[config.mk]
export PLATFORM = sky130hd
export DESIGN_NAME = i2c_arbiter_flat
export DESIGN_NICKNAME = d
export VERILOG_FILES = /design/src/rtl/i2c_arbiter_if.sv /design/src/rtl/i2c_arbiter.sv /design/src/flat_wrapper.sv
export SDC_FILE = /design/constraint.sdc
export NUM_CORES = 1
export LEC_CHECK = 0
export ABC_AREA = 1
export BUFFER_PORTS_ARGS = -buffer_cell sky130_fd_sc_hd__buf_2
export CORE_UTILIZATION = 45
export DETAILED_ROUTE_END_ITERATION = 8
export HOLD_SLACK_MARGIN = 0.15
export PLACE_DENSITY_LB_ADDON = 0.05
export SETUP_SLACK_MARGIN = 0.2
export SKIP_CTS_REPAIR_TIMING = 1
export SLEW_MARGIN = 20
export SYNTH_ARGS = -nofsm -noshare
export SYNTH_HDL_FRONTEND = slang
export SYNTH_SLANG_ARGS = --single-unit
[constraint.sdc]
create_clock -name clk -period 2.5 [get_ports clk]
set_input_delay 0.25 -clock clk [delete_from_list [all_inputs] [get_ports clk]]
set_output_delay 0.25 -clock clk [all_outputs]
set_load 0.01 [all_outputs]
[src/rtl/i2c_arbiter_if.sv]
// Bundle between the requesters, the arbiter and the single-byte I2C master.
// The master modport is the arbiter's view; slave is the environment's view.
interface i2c_arbiter_if #(
  parameter int NUM_REQ = 4
);
  logic [NUM_REQ-1:0]   req;
  logic [NUM_REQ-1:0]   req_rw;
  logic [7*NUM_REQ-1:0] req_addr;
  logic [8*NUM_REQ-1:0] req_wdata;
  logic [NUM_REQ-1:0]   gnt;
  logic [NUM_REQ-1:0]   done;
  logic                 err;
  logic [7:0]           rd_data;
  logic                 m_start;
  logic                 m_rw;
  logic [6:0]           m_addr;
  logic [7:0]           m_wdata;
  logic                 m_busy;
  logic [7:0]           m_rdata;

  modport master (
    input  req, req_rw, req_addr, req_wdata, m_busy, m_rdata,
    output gnt, done, err, rd_data, m_start, m_rw, m_addr, m_wdata
  );

  modport slave (
    output req, req_rw, req_addr, req_wdata, m_busy, m_rdata,
    input  gnt, done, err, rd_data, m_start, m_rw, m_addr, m_wdata
  );
endinterface

[src/rtl/i2c_arbiter.sv]
// Round-robin arbiter sharing one single-byte I2C master between NUM_REQ
// requesters, with a per-transaction watchdog.
//
// state     | meaning
// IDLE      | no owner; arbitrate among pending requests
// ISSUE     | m_start held high until the master reports busy
// WAIT_DONE | master busy; wait for it to fall
// FINISH    | one-cycle done (and err on timeout) pulse to the owner
module i2c_arbiter #(
  parameter int NUM_REQ = 4,
  parameter int TIMEOUT = 65535
) (
  input logic           clk,
  input logic           rst,
  i2c_arbiter_if.master bus
);
  localparam int IDX_W = $clog2(NUM_REQ);

  typedef enum logic [1:0] {IDLE, ISSUE, WAIT_DONE, FINISH} state_t;

  state_t state, state_nxt;

  logic [IDX_W-1:0]   last, cand, win_idx;
  logic               win_found;
  logic               sel_rw;
  logic [6:0]         sel_addr;
  logic [7:0]         sel_wdata;
  logic [15:0]        wdog;
  logic               wdog_hit;

  logic [NUM_REQ-1:0] gnt, done;
  logic               err, m_start, m_rw;
  logic [6:0]         m_addr;
  logic [7:0]         m_wdata, rd_data;

  assign wdog_hit = (wdog == 16'(TIMEOUT - 1));

  // Search upward from the requester after the last owner, wrapping around.
  always_comb begin
    win_found = 1'b0;
    win_idx   = '0;
    cand      = '0;
    for (int k = 1; k <= NUM_REQ; k++) begin
      cand = IDX_W'((int'(last) + k) % NUM_REQ);
      if (!win_found && bus.req[cand]) begin
        win_found = 1'b1;
        win_idx   = cand;
      end
    end
  end

  always_comb begin
    sel_rw    = 1'b0;
    sel_addr  = '0;
    sel_wdata = '0;
    for (int i = 0; i < NUM_REQ; i++) begin
      if (win_idx == IDX_W'(i)) begin
        sel_rw    = bus.req_rw[i];
        sel_addr  = bus.req_addr[i*7 +: 7];
        sel_wdata = bus.req_wdata[i*8 +: 8];
      end
    end
  end

  always_ff @(posedge clk or posedge rst) begin
    if (rst) state <= IDLE;
    else     state <= state_nxt;
  end

  always_comb begin
    state_nxt = state;
    case (state)
      IDLE:      if (win_found) state_nxt = ISSUE;
      ISSUE:     if (wdog_hit || bus.m_busy) state_nxt = wdog_hit ? FINISH : WAIT_DONE;
      WAIT_DONE: if (wdog_hit || !bus.m_busy) state_nxt = FINISH;
      FINISH:    state_nxt = IDLE;
      default:   state_nxt = IDLE;
    endcase
  end

  // gnt already holds the owner one-hot, so it doubles as the done vector.
  always_ff @(posedge clk or posedge rst) begin
    if (rst) begin
      gnt     <= '0;
      done    <= '0;
      err     <= 1'b0;
      m_start <= 1'b0;
      m_rw    <= 1'b0;
      m_addr  <= '0;
      m_wdata <= '0;
      rd_data <= '0;
      wdog    <= '0;
      last    <= IDX_W'(NUM_REQ - 1);
    end else begin
      done <= '0;
      err  <= 1'b0;
      case (state)
        IDLE: begin
          if (win_found) begin
            gnt     <= NUM_REQ'(1) << win_idx;
            m_start <= 1'b1;
            m_rw    <= sel_rw;
            m_addr  <= sel_addr;
            m_wdata <= sel_wdata;
            wdog    <= '0;
          end
        end
        ISSUE: begin
          wdog <= wdog + 16'd1;
          if (wdog_hit) begin
            m_start <= 1'b0;
            done    <= gnt;
            err     <= 1'b1;
          end else if (bus.m_busy) begin
            m_start <= 1'b0;
          end
        end
        WAIT_DONE: begin
          wdog <= wdog + 16'd1;
          if (wdog_hit) begin
            done <= gnt;
            err  <= 1'b1;
          end else if (!bus.m_busy) begin
            if (m_rw) rd_data <= bus.m_rdata;
            done <= gnt;
          end
        end
        FINISH: begin
          for (int i = 0; i < NUM_REQ; i++)
            if (gnt[i]) last <= IDX_W'(i);
          gnt <= '0;
        end
        default: ;
      endcase
    end
  end

  assign bus.gnt     = gnt;
  assign bus.done    = done;
  assign bus.err     = err;
  assign bus.rd_data = rd_data;
  assign bus.m_start = m_start;
  assign bus.m_rw    = m_rw;
  assign bus.m_addr  = m_addr;
  assign bus.m_wdata = m_wdata;
endmodule
[src/flat_wrapper.sv]
// flat-port wrapper written by rule: the top's interface ports become plain ports
module i2c_arbiter_flat 
#(
  parameter int NUM_REQ = 4,
  parameter int TIMEOUT = 65535
)
  (clk, rst, bus_req, bus_req_rw, bus_req_addr, bus_req_wdata, bus_m_busy, bus_m_rdata, bus_gnt, bus_done, bus_err, bus_rd_data, bus_m_start, bus_m_rw, bus_m_addr, bus_m_wdata);
  i2c_arbiter_if #(.NUM_REQ(NUM_REQ)) bus_i ();
  input logic clk;
  input logic rst;
  input wire logic [$bits(bus_i.req)-1:0] bus_req;
  input wire logic [$bits(bus_i.req_rw)-1:0] bus_req_rw;
  input wire logic [$bits(bus_i.req_addr)-1:0] bus_req_addr;
  input wire logic [$bits(bus_i.req_wdata)-1:0] bus_req_wdata;
  input wire logic [$bits(bus_i.m_busy)-1:0] bus_m_busy;
  input wire logic [$bits(bus_i.m_rdata)-1:0] bus_m_rdata;
  output wire logic [$bits(bus_i.gnt)-1:0] bus_gnt;
  output wire logic [$bits(bus_i.done)-1:0] bus_done;
  output wire logic [$bits(bus_i.err)-1:0] bus_err;
  output wire logic [$bits(bus_i.rd_data)-1:0] bus_rd_data;
  output wire logic [$bits(bus_i.m_start)-1:0] bus_m_start;
  output wire logic [$bits(bus_i.m_rw)-1:0] bus_m_rw;
  output wire logic [$bits(bus_i.m_addr)-1:0] bus_m_addr;
  output wire logic [$bits(bus_i.m_wdata)-1:0] bus_m_wdata;
  assign bus_i.req = bus_req;
  assign bus_i.req_rw = bus_req_rw;
  assign bus_i.req_addr = bus_req_addr;
  assign bus_i.req_wdata = bus_req_wdata;
  assign bus_i.m_busy = bus_m_busy;
  assign bus_i.m_rdata = bus_m_rdata;
  assign bus_gnt = bus_i.gnt;
  assign bus_done = bus_i.done;
  assign bus_err = bus_i.err;
  assign bus_rd_data = bus_i.rd_data;
  assign bus_m_start = bus_i.m_start;
  assign bus_m_rw = bus_i.m_rw;
  assign bus_m_addr = bus_i.m_addr;
  assign bus_m_wdata = bus_i.m_wdata;
  i2c_arbiter #(.NUM_REQ(NUM_REQ), .TIMEOUT(TIMEOUT)) u_core (.clk(clk), .rst(rst), .bus(bus_i));
endmodule
# After elaboration in Yosys (flattened, before gate mapping)
# Cells that the tools add are included.
# totals
register_bits	54
latchBits	0
mem_bits_rw	0
romBits	0
in_bits	79
out_inout_bits	34
wordCells	108
memories	0
# classes
n_addsub	5
mul	0
n_div	0
order_cmp	4
n_eq_ne	11
shift	1
mux	51
bitwise_logic	2
reduce_logical	23
# op_table
op	n
2-to-1 mux 8 bit	4
one-hot mux 16 bit (2 select lines)	1
2-to-1 mux 7 bit	4
2-to-1 mux 2 bit	11
2-to-1 mux 1 bit	18
adder 16 x 1 -> 16 bit, second input constant	1
== test 16 bit, second input constant	1
2-to-1 mux 16 bit	1
2-to-1 mux 4 bit	4
one-hot mux 4 bit (2 select lines)	2
< comparator 2 x 3 -> 1 bit, second input constant	4
binary-select mux 1 bit (select 2 bit)	4
== test 2 bit, second input constant	4
one-hot mux 2 bit (4 select lines)	1
AND reduction 2 bit	4
inequality test 2 x 1 -> 1 bit, second input constant	3
AND reduction 3 bit	2
nonzero test 2 bit	3
adder 2 x 1 -> 2 bit, second input constant	2
adder 2 bit, second input constant	2
== test 2 x 1 -> 1 bit, second input constant	2
logical NOT 1 bit	4
logical NOT 2 bit	2
AND reduction 4 bit	1
other kinds (8)	12

# Longest topological paths before layout
# depth
word_depth	18
depth_mapped	17
depth_no_buf	15

# Least setup slack after synthesis
# Ideal clock, no wire load.
# synth_path
path_kind	register to register
from	register u_core.last[0]
to	register u_core.m_wdata[2], in the netlist u_core.bus.m_wdata[2]
setup_ns	0.120
arrival_ns	1.818
t_required_ns	2.380
path_slack_ns	0.562
stages_incl_launch_ff	15
path_buffers	3
synth_period_minus_slack_ns	1.938
cell_sequence	dfstp_2 buf_6 inv_4 nand2_1 nand2_1 nand2_2 inv_1 o21ai_2 nand2_2 nor2_4 buf_6 buf_8 nand3b_1 nand3_1 a21oi_2
# synth_between
elab_chain_cells	18
word_cells_on_any_way	35
classes_between	4 x add/sub; 3 x eq/ne; 20 x mux; 8 x reduce/logical
# synth_lines
element	line	source
start, declared	i2c_arbiter.sv:23	logic [IDX_W-1:0] last, cand, win_idx;
start signal, assigned	i2c_arbiter.sv:93	last <= IDX_W'(NUM_REQ - 1);
start signal, assigned	i2c_arbiter.sv:130	if (gnt[i]) last <= IDX_W'(i);
adder 2 x 1 -> 2 bit	i2c_arbiter.sv:44	cand = IDX_W'((int'(last) + k) % NUM_REQ);
binary-select mux 1 bit (select 2 bit)	i2c_arbiter.sv:45	if (!win_found && bus.req[cand]) begin
2-to-1 mux 1 bit (implied by the code)	i2c_arbiter.sv:45	
2-to-1 mux 1 bit	i2c_arbiter.sv:45	
logical NOT 1 bit	i2c_arbiter.sv:45	
logical AND 1 bit	i2c_arbiter.sv:45	
2-to-1 mux 1 bit	i2c_arbiter.sv:45	
logical NOT 1 bit	i2c_arbiter.sv:45	
logical AND 1 bit	i2c_arbiter.sv:45	
2-to-1 mux 1 bit	i2c_arbiter.sv:45	
logical NOT 1 bit	i2c_arbiter.sv:45	
logical AND 1 bit	i2c_arbiter.sv:45	
2-to-1 mux 2 bit	i2c_arbiter.sv:45	
logical NOT 2 bit	i2c_arbiter.sv:57	if (win_idx == IDX_W'(i)) begin
2-to-1 mux 8 bit (4 in a row)	i2c_arbiter.sv:57	
end signal, assigned	i2c_arbiter.sv:104	m_wdata <= sel_wdata;
end, declared	i2c_arbiter.sv:34	logic [7:0] m_wdata, rd_data;
# Several ways; a longest one is shown, not always the timed one. The select of a mux whose other input is x is not followed.
# A chain may end at the register's enable or synchronous reset.

# Worst setup path after layout
# layout_path
from	register u_core.last[0]
to	register u_core.gnt[3], in the netlist u_core.bus.gnt[3]
# layout_between
elab_chain_cells	16
word_cells_on_any_way	31
classes_between	4 x add/sub; 1 x eq/ne; 1 x shift; 18 x mux; 7 x reduce/logical
# layout_lines
element	line	source
adder 2 x 1 -> 2 bit	i2c_arbiter.sv:44	
binary-select mux 1 bit (select 2 bit)	i2c_arbiter.sv:45	
2-to-1 mux 1 bit (implied by the code)	i2c_arbiter.sv:45	
2-to-1 mux 1 bit	i2c_arbiter.sv:45	
logical NOT 1 bit	i2c_arbiter.sv:45	
logical AND 1 bit	i2c_arbiter.sv:45	
2-to-1 mux 1 bit	i2c_arbiter.sv:45	
logical NOT 1 bit	i2c_arbiter.sv:45	
logical AND 1 bit	i2c_arbiter.sv:45	
2-to-1 mux 1 bit	i2c_arbiter.sv:45	
logical NOT 1 bit	i2c_arbiter.sv:45	
logical AND 1 bit	i2c_arbiter.sv:45	
2-to-1 mux 2 bit	i2c_arbiter.sv:45	
<< shifter 1 x 2 -> 4 bit	i2c_arbiter.sv:100	gnt <= NUM_REQ'(1) << win_idx;
2-to-1 mux 4 bit	i2c_arbiter.sv:99	if (win_found) begin
one-hot mux 4 bit (2 select lines)	i2c_arbiter.sv:97	case (state)
end signal, assigned	i2c_arbiter.sv:100	
end, declared	i2c_arbiter.sv:31	logic [NUM_REQ-1:0] gnt, done;
# Several ways; a longest one is shown, not always the timed one. The select of a mux whose other input is x is not followed.

==> summary.txt <==
Clocking
  • Inserted Clock Buffers: 5
  • Clock Tree Root: clkbuf_8
  • Clock Latency Late Sink: 0.32 ns
  • TritonCTS clock tree: done
  • CTS H-tree depth: 2
  • Clock sink total: 54
  • Longest Clk Path Bufs: 2
  • Worst-path clk slew: 0.10 ns

Cells and area
  • Share of layout cells above drive strength 1: 0.319
  • ANT cells: 0
  • Area grow syn2layout: 24.1%
  • Final net count: 699

Drt
  • DR iter-0 viols: 123
  • Vias/cell: 4.96
  • DR DRC count: 0
  • Vias: 3553
  • Wire per inst: 12.9 um
  • Router iterations before antenna repair: 4
  • Final wirelength: 9.25 mm
  • Post-route ant nets: 0

STA
  • Max Clk Rate: 467 MHz
  • Max_slew headroom: 0.656
  • Final count of pins violating max slew: 0
  • Final hold vios: 0
  • Setup violators final: 0
  • Unrepaired setup endpoints after global routing: yes
  • Worst-margin pin slew: 0.512 ns
  • Fin crit share: 0.856
  • Final Critical Period: 2.14 ns
  • Setup Skew: 0.00767 ns
  • Total negative setup slack: 0 ns

Power and ir drop
  • Worst ir drop on vdd: 657 uV
  • Pleak: 2.51 nW
  • Power Total: 0.00586 W
  • Total power density per cell area: 1290 mW/mm^2

Synth
  • Seq/Total Area, Yosys: 0.371
  • Syn Inst Count: 488
  • Post-synth net total: 573
  • Synth cell types: 38
  • Syn avg cell area: 7.48 um^2
  • Synth warn: 0
  • Post-Syn Area: 0.00365 mm^2
  • #FFs+latches synth: 54

Global route
  • Number of antenna violations at the first check in global routing: 0
  • Global Route Usage Sum: 0.220
  • Global route overflow: 0
  • First-pass GRT wire length: 15.1 mm
  • Largest net degree at the start of global routing: 38
  • Number of global-route vias before repair: 3348

Critical path
  • Crit-path cells: inv_4 -> nand2_1 -> nand2_1 -> nand2_2 -> nand2_4 -> a21oi_1 -> nand2_2 -> nand2_8 -> nor2_8 -> clkbuf_4 -> buf_4 -> nand3_1 -> o21ai_0
  • Worst Path Required: 2.70 ns
  • Crit path arrival time: 2.34 ns
  • Slowest cell on the critical path: dfstp_2
  • Crit Path Category: reg2reg
  • Crit path capture type: flip-flop
  • WP buf/inv: 3
  • Critical path startpoint category: flip-flop
  • Worst Path Max Fanout: 10
  • CP top delay family: simple AND/OR/NAND/NOR gates
  • CP peak stage delay: 0.63 ns

Placement
  • Port bufs: 112
  • HPWL after detailed placement: 6.82 mm
  • Final GP Congestion: 0.842

Floorplanning
  • Die Ht: 92.1 um
  • Die area: 0.00848 mm^2
  • I/O pin total: 113
  • Initial Util: 0.468
  • Core area: 0.00781 mm^2
  • # rows: 32
  • Die width: 92.1 um

Hold path
  • Hold Path Class: in2reg

Run status
  • Status: finished, final reports clean

Job
  • Max-cap violations: 0
## stage by stage
step | setup slack (ns) | util | cell area, um^2 | cells | hold slack, ns
3_3_place_gp | 0.292 | 0.546 | 4260 | 694 | 0.328
6_report | 0.359 | 0.581 | 4530 | 717 | 0.156
4_1_cts | 0.198 | 0.558 | 4350 | 702 | -0.0224
2_1_floorplan | 0.562 | - | 3650 | 488 | 0.401
3_5_place_dp | 0.225 | 0.546 | 4260 | 694 | 0.328
5_1_grt | 0.154 | 0.581 | 4530 | 717 | 0.151
## report_power, final
| group | switching [W] | leakage, nW | internal (W) |
|---|---|---|---|
| sequential | 0.000213 | 0.691 | 0.00118 |
| clock | 0.000312 | 0.0441 | 0.000198 |
| combinational | 0.00242 | 1.77 | 0.00154 |
| total | 0.00294 | 2.51 | 0.00292 |
## logic make-up after synthesis
| group | after synthesis | share of synthesized area |
|---|---|---|
| buffers and inverters | 91 | 0.114 |
| DFF | 54 | 0.371 |
| adders and majority gates | 6 | 0.0206 |
| muxes | 9 | 0.0277 |
| AOI/OAI and AO/OA | 50 | 0.0843 |
| xor gates and xnor gates | 6 | 0.0144 |
| and+or+nand+nor | 272 | 0.368 |
## flip-flops by register name (all words and copies together), names as in the netlist
signal              flops
u_core.wdog            16
u_core.bus.err          1
u_core.bus.done         4
u_core.bus.m_addr       7
u_core.bus.rd_data      8
u_core.bus.m_wdata      8
u_core.bus.gnt          4
u_core.bus.m_start      1
u_core.bus.m_rw         1
u_core.last             2
u_core.state            2
## cells in the mapped netlist, drive strengths merged
cell    instances  area [um^2]
nor4b           1         8.76
a41oi           1         8.76
a21oi           8         47.6
nand2         155          656
mux2            9          101
o21ai          23          119
nand3b          7         52.6
xor2            6         52.6
inv            76          288
nand4          14         87.6
clkbuf          2         7.51
or2             1         6.26
o21a            1         7.51
a21o           13         97.6
buf            13          121
ha              6         75.1
o211ai          1         7.51
nand3          52          305
o22ai           2         12.5
nor2           33          179
nor4            4         25.0
nor3            5         25.0
o21bai          1         7.51
dfrtp          52         1300
dfstp           2         52.6
## layout make-up
type / instances / area (um^2)
Inverter: 76 / 288
Sequential cell: 54 / 1350
Clock inverter: 3 / 21.3
Fill cell: 740 / 3270
Multi-Input combinational cell: 345 / 1920
Timing Repair Buffer: 132 / 751
Tap cell: 102 / 128
Clock buffer: 5 / 68.8
## final timing paths
| check | end | cells after the start | startpoint | slack (ns) |
|---|---|---|---|---|
| max | u_core.bus.gnt[3] | 13 | u_core.last[0] | 0.36 |
| min | u_core.bus.rd_data[7] | 2 | bus_m_rdata[7] | 0.16 |
| max reg2reg | u_core.bus.gnt[3] | 13 | u_core.last[0] | 0.36 |
| min reg2reg | u_core.bus.m_start | 2 | u_core.bus.m_start | 0.49 |
| max in group asynchronous | u_core.wdog[8] | 4 | rst | 1.33 |
| min in group asynchronous | u_core.bus.m_wdata[4] | 3 | rst | 0.51 |
## worst register-to-register path, stage by stage (launching register included)
cell	delay, ns
dfstp_2	0.63
inv_4	0.09
nand2_1	0.07
nand2_1	0.08
nand2_2	0.10
nand2_4	0.07
a21oi_1	0.15
nand2_2	0.17
nand2_8	0.15
nor2_8	0.05
clkbuf_4	0.18
buf_4	0.14
nand3_1	0.06
o21ai_0	0.08
## routing by layer
metal / track usage / share of wire
met1: 0.291 / 0.47
met2: 0.368 / 0.46
met3: 0.0464 / 0.053
met4: 0.0534 / 0.0093
met5: 0 / 0
## cell usage in the layout, fill, tap and decap left out, types with 13 or more instances in the layout
master	synthesis	final
a21o_1	13	13
buf_2	4	112
buf_4	1	15
dfrtp_1	52	52
inv_1	72	70
nand2_1	139	135
nand2_2	11	15
nand3_1	43	43
nand4_1	14	14
nor2_1	28	28
o21ai_0	22	21
Power figures use the tool's default switching activity.
